## src/rtl/fetch_queue_pkg.sv

```systemverilog
// rtl/fetch_queue_pkg.sv - shared bus, queue entry and fetch state types for the fetch front end
package fetch_queue_pkg;

  typedef logic [63:0] u64;
  typedef logic [31:0] u32;

  typedef struct packed {
    logic valid;
    u64   addr;
  } ibus_req_t;

  typedef struct packed {
    logic addr_ok;
    logic data_ok;
    u32   data;
  } ibus_resp_t;

  typedef struct packed {
    u64 pc;
    u32 instr;
  } fetch_entry_t;

  typedef enum logic [1:0] {
    IDLE,
    FETCH,
    DISCARD
  } fetch_state_t;

  function automatic u64 pc_step(input u64 pc);
    return pc + 64'd4;
  endfunction

endpackage

```

## src/rtl/fetch_queue_fifo.sv

```systemverilog
// rtl/fetch_queue_fifo.sv - circular buffer of fetched {pc, instr} entries
module fetch_queue_fifo
  import fetch_queue_pkg::*;
#(
  parameter int DEPTH = 4,
  parameter int CW    = $clog2(DEPTH + 1)
) (
  input  logic         clk,
  input  logic         reset,
  input  logic         i_push,
  input  fetch_entry_t i_entry,
  input  logic         i_pop,
  input  logic         i_flush,
  output fetch_entry_t o_head,
  output logic [CW-1:0] o_count
);

  localparam int PW = $clog2(DEPTH);

  fetch_entry_t  r_mem [DEPTH];
  logic [PW-1:0] r_rd_ptr;
  logic [PW-1:0] r_wr_ptr;
  logic [CW-1:0] r_count;

  // Power-of-two depth lets the pointers wrap by plain overflow.
  always_ff @(posedge clk) begin
    if (reset || i_flush) begin
      r_rd_ptr <= '0;
      r_wr_ptr <= '0;
      r_count  <= '0;
    end else begin
      if (i_push) r_wr_ptr <= r_wr_ptr + 1'b1;
      if (i_pop)  r_rd_ptr <= r_rd_ptr + 1'b1;
      r_count <= r_count + CW'(i_push) - CW'(i_pop);
    end
  end

  always_ff @(posedge clk) begin
    if (i_push && !i_flush) r_mem[r_wr_ptr] <= i_entry;
  end

  assign o_head  = r_mem[r_rd_ptr];
  assign o_count = r_count;

endmodule

```

## src/rtl/fetch_queue.sv

```systemverilog
// rtl/fetch_queue.sv - decoupled instruction fetch: PC generation, ibus requests, redirect handling
module fetch_queue
  import fetch_queue_pkg::*;
#(
  parameter int          DEPTH    = 4,
  parameter logic [63:0] PC_RESET = 64'h8000_0000,
  parameter int          CW       = $clog2(DEPTH + 1)
) (
  input  logic          clk,
  input  logic          reset,
  output ibus_req_t     ireq,
  input  ibus_resp_t    iresp,
  input  logic          redirect_valid,
  input  logic [63:0]   redirect_pc,
  output logic          out_valid,
  input  logic          out_ready,
  output logic [63:0]   out_pc,
  output logic [31:0]   out_instr,
  output logic [CW-1:0] count
);

  fetch_state_t  r_state;
  u64            r_pc;
  u64            r_addr_latched;

  logic          w_push;
  logic          w_pop;
  logic          w_flush;
  logic [CW-1:0] w_count;
  logic [CW-1:0] w_occ_next;
  fetch_entry_t  w_entry;
  fetch_entry_t  w_head;
  logic          w_unused;

  assign w_unused   = iresp.addr_ok;
  assign w_flush    = redirect_valid;
  assign w_pop      = out_valid && out_ready && !redirect_valid;
  assign w_push     = (r_state == FETCH) && iresp.data_ok && !redirect_valid;
  assign w_occ_next = w_count + CW'(w_push) - CW'(w_pop);
  assign w_entry    = '{pc: r_pc, instr: iresp.data};

  fetch_queue_fifo #(
    .DEPTH(DEPTH),
    .CW   (CW)
  ) u_fifo (
    .clk    (clk),
    .reset  (reset),
    .i_push (w_push),
    .i_entry(w_entry),
    .i_pop  (w_pop),
    .i_flush(w_flush),
    .o_head (w_head),
    .o_count(w_count)
  );

  // A request on the bus is never withdrawn: a redirect without data_ok parks
  // the old address in DISCARD until its response arrives and is thrown away.
  always_ff @(posedge clk) begin
    if (reset) begin
      r_state        <= IDLE;
      r_pc           <= PC_RESET;
      r_addr_latched <= '0;
    end else begin
      case (r_state)
        IDLE: begin
          if (redirect_valid) begin
            r_pc <= redirect_pc;
          end else if (w_count < CW'(DEPTH)) begin
            r_state <= FETCH;
          end
        end
        FETCH: begin
          if (redirect_valid) begin
            r_pc <= redirect_pc;
            if (iresp.data_ok) begin
              r_state <= IDLE;
            end else begin
              r_addr_latched <= r_pc;
              r_state        <= DISCARD;
            end
          end else if (iresp.data_ok) begin
            r_pc    <= pc_step(r_pc);
            r_state <= (w_occ_next < CW'(DEPTH)) ? FETCH : IDLE;
          end
        end
        DISCARD: begin
          if (redirect_valid) r_pc <= redirect_pc;
          if (iresp.data_ok)  r_state <= IDLE;
        end
        default: r_state <= IDLE;
      endcase
    end
  end

  assign ireq.valid = (r_state != IDLE);
  assign ireq.addr  = (r_state == DISCARD) ? r_addr_latched :
                      (r_state == FETCH)   ? r_pc : '0;

  assign count     = w_count;
  assign out_valid = (w_count != '0);
  assign out_pc    = out_valid ? w_head.pc : '0;
  assign out_instr = out_valid ? w_head.instr : '0;

endmodule

```

## config.mk

```make
export PLATFORM = sky130hd
export DESIGN_NAME = fetch_queue
export DESIGN_NICKNAME = d
export VERILOG_FILES = /design/src/rtl/fetch_queue_pkg.sv /design/src/rtl/fetch_queue_fifo.sv /design/src/rtl/fetch_queue.sv
export SDC_FILE = /design/constraint.sdc
export NUM_CORES = 1
export LEC_CHECK = 0
export BUFFER_PORTS_ARGS = -buffer_cell sky130_fd_sc_hd__buf_2
export CAP_MARGIN = 20
export CORE_MARGIN = 8
export CORE_UTILIZATION = 53
export DETAILED_ROUTE_END_ITERATION = 10
export PLACE_DENSITY = 0.77
export REMOVE_ABC_BUFFERS = 1
export SETUP_SLACK_MARGIN = 0.4
export SLEW_MARGIN = 20
export SYNTH_ARGS = -nofsm -noshare
export SYNTH_HDL_FRONTEND = slang
export SYNTH_SLANG_ARGS = --single-unit
```

## constraint.sdc

```tcl
create_clock -name clk -period 4.3 [get_ports clk]
set_clock_uncertainty 0.05 [all_clocks]
set_input_delay 0.215 -clock clk [delete_from_list [all_inputs] [get_ports clk]]
set_output_delay 0.215 -clock clk [all_outputs]
set_load 0.02 [all_outputs]
```

# Word-level counts from Yosys, hierarchy flattened
# Memories as Yosys holds them, arrays and structs flattened. A register that Yosys moved wholly into a read port is not among the register bits.
# Cells that the tools add are included.
# word_totals
elab_cells	57
regBits	137
output_inout_bits	165
mem_count	1
ram_bits	384
input_bits	102
# memory_table
name	words	word_bits	rd	rd_ports_with_merged_regs	write_ports	line	text
u_fifo.r_mem	4	96	1	1	1	fetch_queue_fifo.sv:20	fetch_entry_t r_mem [DEPTH];
# classes
bitwise_logic	1
n_reduce_logical	15
n_addsub	5
eq_ne	7
muxes	20
order_cmp	2
# op_table
op	count
64-bit 2-to-1 mux	6
64-bit case mux with 2 select lines	1
64-bit by 3-bit adder with 64-bit output, second input constant	1
32-bit 2-to-1 mux	1
2-bit 2-to-1 mux	8
3-bit < comparator, second input constant	2
2-bit != test, second input constant	3
2-bit case mux with 3 select lines	1
3-bit AND reduction	2
1-bit logical AND	5
2-bit by 1-bit adder with 2-bit output, second input constant	2
4-bit AND reduction	1
2-bit nonzero test	2
3-bit by 1-bit adder with 3-bit output	1
1-bit 2-to-1 mux	3
3-bit != test, second input constant	1
3-bit nonzero test	1
3-bit by 1-bit subtractor with 3-bit output	1
2-bit by 1-bit equality test with 1-bit output, second input constant	1
2-bit equality test, second input constant	1
2-bit logical NOT	1
2-bit by 1-bit != test with 1-bit output, second input constant	1
2-bit OR reduction	1
1-bit logical NOT	1
other kinds (2)	2

# Logic depth before layout (Yosys ltp)
# Gate-level depths: netlist (run 1).
# depth
depth_word	10
mapped_depth	12
ltp_nobuf	10

# Modules after synthesis
# From an unflattened synthesis (run 1), not the netlist that was laid out.
# unflattened
hier_cells	1681
hier_area_um2	22505.3
# by_module_without_submodules
mod	seq_area_each_um2	area_per_inst_um2	cells_per_inst	n_inst
fetch_queue_fifo	11711.2	14305.0	547	1
fetch_queue	2602.5	8200.4	1134	1

# Worst setup path before layout (run 1)
# OpenSTA, ideal clock, no wires.
# synth_timing
path_kind	reg2reg
startpoint	register r_state[0]
endpoint	memory u_fifo.r_mem[0][0] in the netlist's numbering (enable)
setup_time_ns	0.466
n_path_buf	4
required_time_ns	3.784
path_slack_ns	-0.100
stages_incl_launch_ff	7
arrival_ns	3.883
period_less_slack_ns	4.400
cell_sequence	dfxtp_1 > clkbuf_1 > nor2b_1 > clkbuf_1 > clkbuf_1 > clkbuf_1 > and3_1
# synth_between
elab_chain_len	6
# synth_rtl
element	line	text
start: declaration	fetch_queue.sv:22	fetch_state_t r_state;
start signal: assignment	fetch_queue.sv:83	r_state <= (w_occ_next < CW'(DEPTH)) ? FETCH : IDLE;
2-bit by 1-bit equality test with 1-bit output	fetch_queue.sv:38	assign w_push = (r_state == FETCH) && iresp.data_ok && !redirect_valid;
1-bit logical AND (2 in a row)	fetch_queue.sv:38	
1-bit logical AND	fetch_queue_fifo.sv:39	if (i_push && !i_flush) r_mem[r_wr_ptr] <= i_entry;
1-bit 2-to-1 mux	fetch_queue_fifo.sv:39	
1-bit 2-to-1 mux (implied by the code)	fetch_queue_fifo.sv:39	
end: declaration	fetch_queue_fifo.sv:20	
# No other way between the ends.

==> results of run 1 <==
placed cells by master (no fill, tap or decap), types with 47 or more instances in the layout:
| cell type | count |
|---|---|
| a21oi_1 | 104 |
| clkbuf_16 | 54 |
| edfxtp_1 | 384 |
| buf_2 | 264 |
| nor2_1 | 54 |
| and2_1 | 104 |
| nand3_1 | 47 |
| nand2_1 | 197 |
| dlygate4sd3_1 | 90 |
| dfxtp_1 | 137 |
| mux4_2 | 96 |
| a22o_1 | 65 |
state kept, by name, indices dropped and copies added (netlist names), named ones only:
register / flops
u_fifo.r_mem: 384
r_pc: 64
u_fifo.o_count: 3
r_addr_latched: 64
u_fifo.r_wr_ptr: 2
r_state: 2
u_fifo.r_rd_ptr: 2
kinds of logic after synthesis:
logic type      after synthesis  synth area share
mux                         100            0.0985
flops                       523             0.640
compound gates              320            0.0979
fa+ha+maj                     8           0.00481
simple gates                557             0.129
xor+xnor                      5           0.00196
buf+inv                     162            0.0279
area by class of cell:
cell class	count	area (µm²)	share of cell area
Antenna cell	4	10.0	0.000374
Timing Repair Buffer	388	2560	0.0959
Tap cell	539	674	0.0252
Clock buffer	79	1540	0.0574
Inverter	17	63.8	0.00238
Sequential cell	523	14300	0.535
Clock inverter	18	92.6	0.00346
Multi-Input combinational cell	990	7490	0.280
worst max-delay path: stages (launching register included):
cell,delay [ns]
dfxtp_1,0.67
nor2b_4,0.88
buf_4,0.43
a22o_1,0.24
buf_2,0.18
worst min path at each step:
stage / from / endpoint / slack (ns) / depth (start not counted)
finish: reset / r_addr_latched[3]$_SDFFE_PP0P_ / 0.04 / 2
global route: redirect_pc[6] / r_pc[6]$_SDFFE_PP0P_ / 0.05 / 5
CTS: redirect_pc[4] / r_pc[4]$_SDFFE_PP0P_ / 0.005 / 4
detailed placement: iresp[1] / u_fifo.r_mem[1][1]$_DFFE_PP_ / 0.38 / 1
global placement: iresp[24] / u_fifo.r_mem[1][24]$_DFFE_PP_ / 0.38 / 1
floorplan: reset / r_addr_latched[0]$_SDFFE_PP0P_ / 0.23 / 1
through the flow:
stage               setup TNS [ns]  cells
floorplan                  -603.68   1530
CTS                              0   2554
detailed placement               0   2367
global placement                 0   2367
global route                     0   2556
finish                           0   2558
power groups by stage:
stage	logic, µW	registers, µW	clock network (µW)
2_1_floorplan	256	5690	0
3_3_place_gp	469	5730	0
3_5_place_dp	481	5740	0
4_1_cts	549	5640	4400
5_1_grt	593	5650	4590
6_report	551	5640	4310
repair_timing:
action | 4_1_cts | 5_1_grt
hold endpoints to repair | 190 | 0
setup endpoints to repair | 0 | 0
hold buffers | 90 | 0
resized for setup | 0 | 0
routing by layer:
metal	vias to the layer above	routed length [µm]	track usage
met4	0	2550	0.119
met2	794	29500	0.394
met5	-	0	0
met1	7923	24600	0.319
met3	150	4710	0.0444
li1	7039	-	-
==> out/qor.yml, run 1 <==
outcome: "completed"
die_h_um: 221
synth_seq_cells: 523
drtIter0Drc: 1722
grtUsageTotal: 0.245
initial_core_util: 0.535
dieArea_mm2: 0.0490
fillers: 3038
synth_top_cell_by_area: "edfxtp_1"
port_buffers: 265
dp_hpwl_um: 37400
relSlewSlack: 0.362
grt_pass1_wl_um: 94000
cts_root_buffer: "clkbuf_16"
seqPwrFrac: 0.537
finalCritPeriodShare: 0.759
postLayoutCellArea_mm2: 0.0268
clkPwrFrac: 0.411
crit_required_ns: 4.03
setup_viol_count_final: 0
fin_crit_ns: 3.26
end_kind: "primary output"
final_nets: 2082
total_power_uw: 10500
first_global_vias: 16100
rows: 75
avgSynthCellArea_um2: 13.3
core_area_mm2: 0.0418
hold_slack_ns: 0.0446
postSynthCellCount: 1675
worstRegToRegCells: 5
die_x_um: 221
antenna_found_initial: 3
netSwitchingPower_uw: 2330
maxCapViolCount: 0
internal_power_uw: 8180
pwr_density_cell_mw_per_mm2: 393
leakage_uw: 0.00933
synth_edf_count: 384
tightestPinTransition_ns: 0.948
grt_setup_unrepaired: "false"
yosysSeqAreaShare: 0.640
grt_max_degree: 97
cts.repair_timing.setup_buffer_count: 0
synth.most_common_cell: "edfxtp_1"
ys_types: 71
clock_path_buffers: 3
routed_wl_um: 61300
crit_type: "reg -> out"
syn2layout_area_growth_pct: 19.7
r2r_slack_ns: 1.27
p_sw_frac: 0.221
ys_async_sr_fraction: 0
combPwrFrac: 0.052
vias_per_cell: 6.22
ys.flop_type: "edfxtp_1"
utilization: 0.641
peakVddDrop_uv: 254
cts_tree: "built"
ios: 267
postRouteAntennaNets: 0
clk_pin_slew_ns: 0.06
htreeDepth: 2
hold_viol: 0
netlist_area_mm2: 0.0224
start_kind: "flop"
cp.arrival_ns: 3.00
place_congestion: 0.864
ys_top_cells_by_area: "edfxtp_1 (52%), dfxtp_1 (12%), mux4_2 (9.7%)"
r2r_end: "r_pc[51]$_SDFFE_PP0P_"
hold_class: "in -> reg"
placed_cell_area_mm2: 0.0242
wl_per_cell_um: 24.0
clock_sinks: 523
timing.fmax_mhz: 307
synth_common_cells: "edfxtp_1 (384), nand2_1 (197), dfxtp_1 (139)"
firstDrtPassIters: 5
dr_total_vias: 15900
path_max_fanout: 29
timing.rr.start: "r_pc[6]$_SDFFE_PP0P_"
drive_gt1_frac: 0.249
dp_slack_ns: 1.35
netlist.area_leader.share: 0.516
endpoint: "ireq[23]"
numCtsBuffers: 52
drv_slew: 0
clk_latency_ns: 0.59
setup.worst_path.start: "r_state[1]$_SDFFE_PP0P_"
yosysWarnings: 0
grt_overflow: 0
layout_setup_ws_ns: 1.04
drc: 0
(Power assumes the default switching activity.)
==> run 2: changes to the inputs <==
--- a/config.mk
+++ b/config.mk
@@ -8,9 +8,9 @@
 export BUFFER_PORTS_ARGS = -buffer_cell sky130_fd_sc_hd__buf_2
 export CAP_MARGIN = 20
 export CORE_MARGIN = 8
-export CORE_UTILIZATION = 53
+export CORE_UTILIZATION = 55
 export DETAILED_ROUTE_END_ITERATION = 10
-export PLACE_DENSITY = 0.77
+export PLACE_DENSITY = 0.76
 export REMOVE_ABC_BUFFERS = 1
 export SETUP_SLACK_MARGIN = 0.4
 export SLEW_MARGIN = 20
==> constraint.sdc (replaced) <==
create_clock -name clk -period 3.1 [get_ports clk]
set_clock_uncertainty 0.05 [all_clocks]
set_input_delay 0.155 -clock clk [delete_from_list [all_inputs] [get_ports clk]]
set_output_delay 0.155 -clock clk [all_outputs]
set_load 0.02 [all_outputs]
==> run 2 against run 1 <==
Cell count is 1.7% higher; combinational power is 57% higher; largest cell class unchanged; sequential cell count stayed put; core utilization is 3.7 points higher; total power is 41% higher; die area is 3.4% lower; register-to-register slack worse by 0.77 ns; clock power is 44% higher; worst hold slack worse by 0.021 ns; cell area is 2.5% higher; wire length is 1.3% higher.
==> out/qor.yml, run 2 (same netlist as run 1, synthesis figures left out) <==
peakVddDrop_uv: 348  # +37%
dr_total_vias: 16100  # +1.0%
hold_class: "in -> reg"
antennaDiodeCount: 0  # -4
rows: 74  # -1.3%
grt_pass1_wl_um: 94600  # +0.65%
maxCapViolCount: 0  # unchanged
end_kind: "flop"
htreeDepth: 2  # unchanged
hold_depth: 2  # unchanged
crit_type: "reg -> reg"
drv_slew: 0  # unchanged
finalCritPeriodShare: 0.838
r2r_slack_ns: 0.50  # -0.77 ns
worstRegToRegCells: 10  # +5
leakage_uw: 0.00969  # +3.9%
first_global_vias: 16200  # +0.40%
timing.rr.start: "u_fifo.o_count[2]$_SDFF_PP0_"
internal_power_uw: 11600  # +42%
crit_chain: "or3_2 -> nand2_1 -> nor2_1 -> ha_1 -> inv_1 -> ha_1 -> fa_1 -> xnor2_2 -> nor2_1 -> a2111oi_2"
final_cell_mix: "edfxtp_1 (384), buf_2 (264), nand2_1 (197), dfxtp_1 (128)"
setup_tns_ns: 0  # unchanged
mostFrequentLayoutCell: "edfxtp_1"
seqPwrFrac: 0.523  # -0.014
crit_required_ns: 3.53  # -0.50 ns
final_nets: 2138  # +2.7%
clock_path_buffers: 3  # unchanged
wl_per_cell_um: 23.9  # -0.41%
max_stage_delay_ns: 0.49  # -0.39 ns
core_area_mm2: 0.0405  # -3.1%
cp.arrival_ns: 3.03  # +0.03 ns
vias_per_cell: 6.17  # -0.70%
initial_core_util: 0.553  # +0.0172
dp_slack_ns: 0.412  # -0.940 ns
cts_root_buffer: "clkbuf_16"
firstDrtPassIters: 6  # +1
outcome: "completed"
drtIter0Drc: 1802  # +4.6%
drive_gt1_frac: 0.274  # +0.0253
postRouteAntennaNets: 0  # unchanged
layout_setup_ws_ns: 0.502  # -0.536 ns
grt_max_degree: 99  # +2.1%
drc: 0  # unchanged
timing.fmax_mhz: 385
hold_end: "r_addr_latched[6]$_SDFFE_PP0P_"
path_max_fanout: 4  # -86%
antenna_found_initial: 0  # -3
port_buffers: 265  # unchanged
place_congestion: 0.901  # +4.4%
dp_hpwl_um: 38500  # +3.0%
cts_tree: "built"
cp_slowest_cell: "or3_2"
top_register: "u_fifo.r_mem"
clk_pin_slew_ns: 0.06  # about the same
dieArea_mm2: 0.0474  # -3.4%
grt_overflow: 0  # unchanged
utilization: 0.677  # +0.0367
routed_wl_um: 62100  # +1.3%
ios: 267  # unchanged
fin_crit_ns: 2.60
pwr_density_cell_mw_per_mm2: 542  # +38%
numCtsBuffers: 52  # unchanged
tightestPinTransition_ns: 0.838  # -0.110 ns
syn2layout_area_growth_pct: 22.6
netSwitchingPower_uw: 3220  # +38%
hold_viol: 0  # unchanged
total_power_uw: 14900  # +41%
clkPwrFrac: 0.418  # +0.007
r2r_end: "r_state[0]$_SDFFE_PP0P_"
die_h_um: 218  # -1.7%
start_kind: "flop"
grt_setup_unrepaired: "true"
largest_register_ffs: 384  # unchanged
clock_sinks: 523  # unchanged
grtUsageTotal: 0.258  # +0.0129
combPwrFrac: 0.058  # +0.006
min-delay-start: "reset"
die_x_um: 218  # -1.7%
relSlewSlack: 0.441  # +0.0794
setup_viol_count_final: 0  # unchanged
p_sw_frac: 0.217  # -0.00466
clk_latency_ns: 0.59  # about the same
top_regs: "u_fifo.r_mem x384, r_addr_latched x64, r_pc x64"
run 2: changes by cell type in the layout (fill, tap and decap cells not counted), moves of 7 or more:
cell           before  now
dlygate4sd3_1      90   97
dfxtp_2             0    9
dfxtp_1           137  128
buf_12              7   16
buf_4              27   64
clkinv_1            9    2
run 2: how the worst max path moves through the flow:
stage                                       from                             end  slack, ns  cells past startpoint
finish              u_fifo.o_count[2]$_SDFF_PP0_         r_state[0]$_SDFFE_PP0P_       0.50                     10
global route        u_fifo.o_count[2]$_SDFF_PP0_         r_state[0]$_SDFFE_PP0P_       0.40                     10
CTS                         r_pc[3]$_SDFFE_PP0P_           r_pc[58]$_SDFFE_PP0P_       0.41                      7
detailed placement          r_pc[3]$_SDFFE_PP0P_           r_pc[58]$_SDFFE_PP0P_       0.41                      7
global placement            r_pc[3]$_SDFFE_PP0P_           r_pc[58]$_SDFFE_PP0P_       0.48                      7
floorplan                r_state[0]$_SDFFE_PP0P_  r_addr_latched[0]$_SDFFE_PP0P_      -2.48                      4
run 2: layout make-up:
class	instances	area (µm²)
multi-input cells	990	7500
inverters	17	63.8
fillers	2851	13100
well taps	532	666
clock inverters	19	198
clock buffers	77	1500
repair buffers	444	3160
flip-flops and latches	523	14300
run 2: critical path, delay by kind of cell, from the launching register on:
family | cells | cell delay, ns
fa+ha+maj | 3 | 0.88
simple gates | 4 | 0.74
flops | 1 | 0.36
compound gates | 1 | 0.25
xor+xnor | 1 | 0.16
buf+inv | 1 | 0.04
run 2: per-layer routing:
metal / vias to the layer above / GRT usage / wire, µm / share of wire
met5: - / 0 / 0 / 0
met4: 0 / 0.110 / 2450 / 0.039
met3: 144 / 0.0533 / 5630 / 0.091
met2: 820 / 0.414 / 29900 / 0.48
met1: 7957 / 0.338 / 24200 / 0.39
li1: 7145 / - / - / -
run 2: repair_timing:
item,4_1_cts,5_1_grt
hold buffers,97,0
gates resized for setup,1,13
endpoints found under the hold margin,195,0
pin swaps,0,3
buffers inserted,2,14
setup endpoints to repair,76,58
run 2: metrics by stage:
stage	hold WS (ns)	std cells	instance area [µm²]
after global placement	0.315	2393	24600
after floorplan	0.174	1530	21800
after global routing	0.0407	2602	27400
after CTS	0.00938	2588	27300
after detailed placement	0.324	2393	24600
final	0.0241	2602	27400
run 2: power groups by stage:
stage	Clock (µW)	Sequential (µW)	Combinational [µW]
finish	6220	7780	864
global route	6560	7790	926
CTS	6290	7770	853
detailed placement	0	7920	752
floorplan	0	7900	356
global placement	0	7910	733
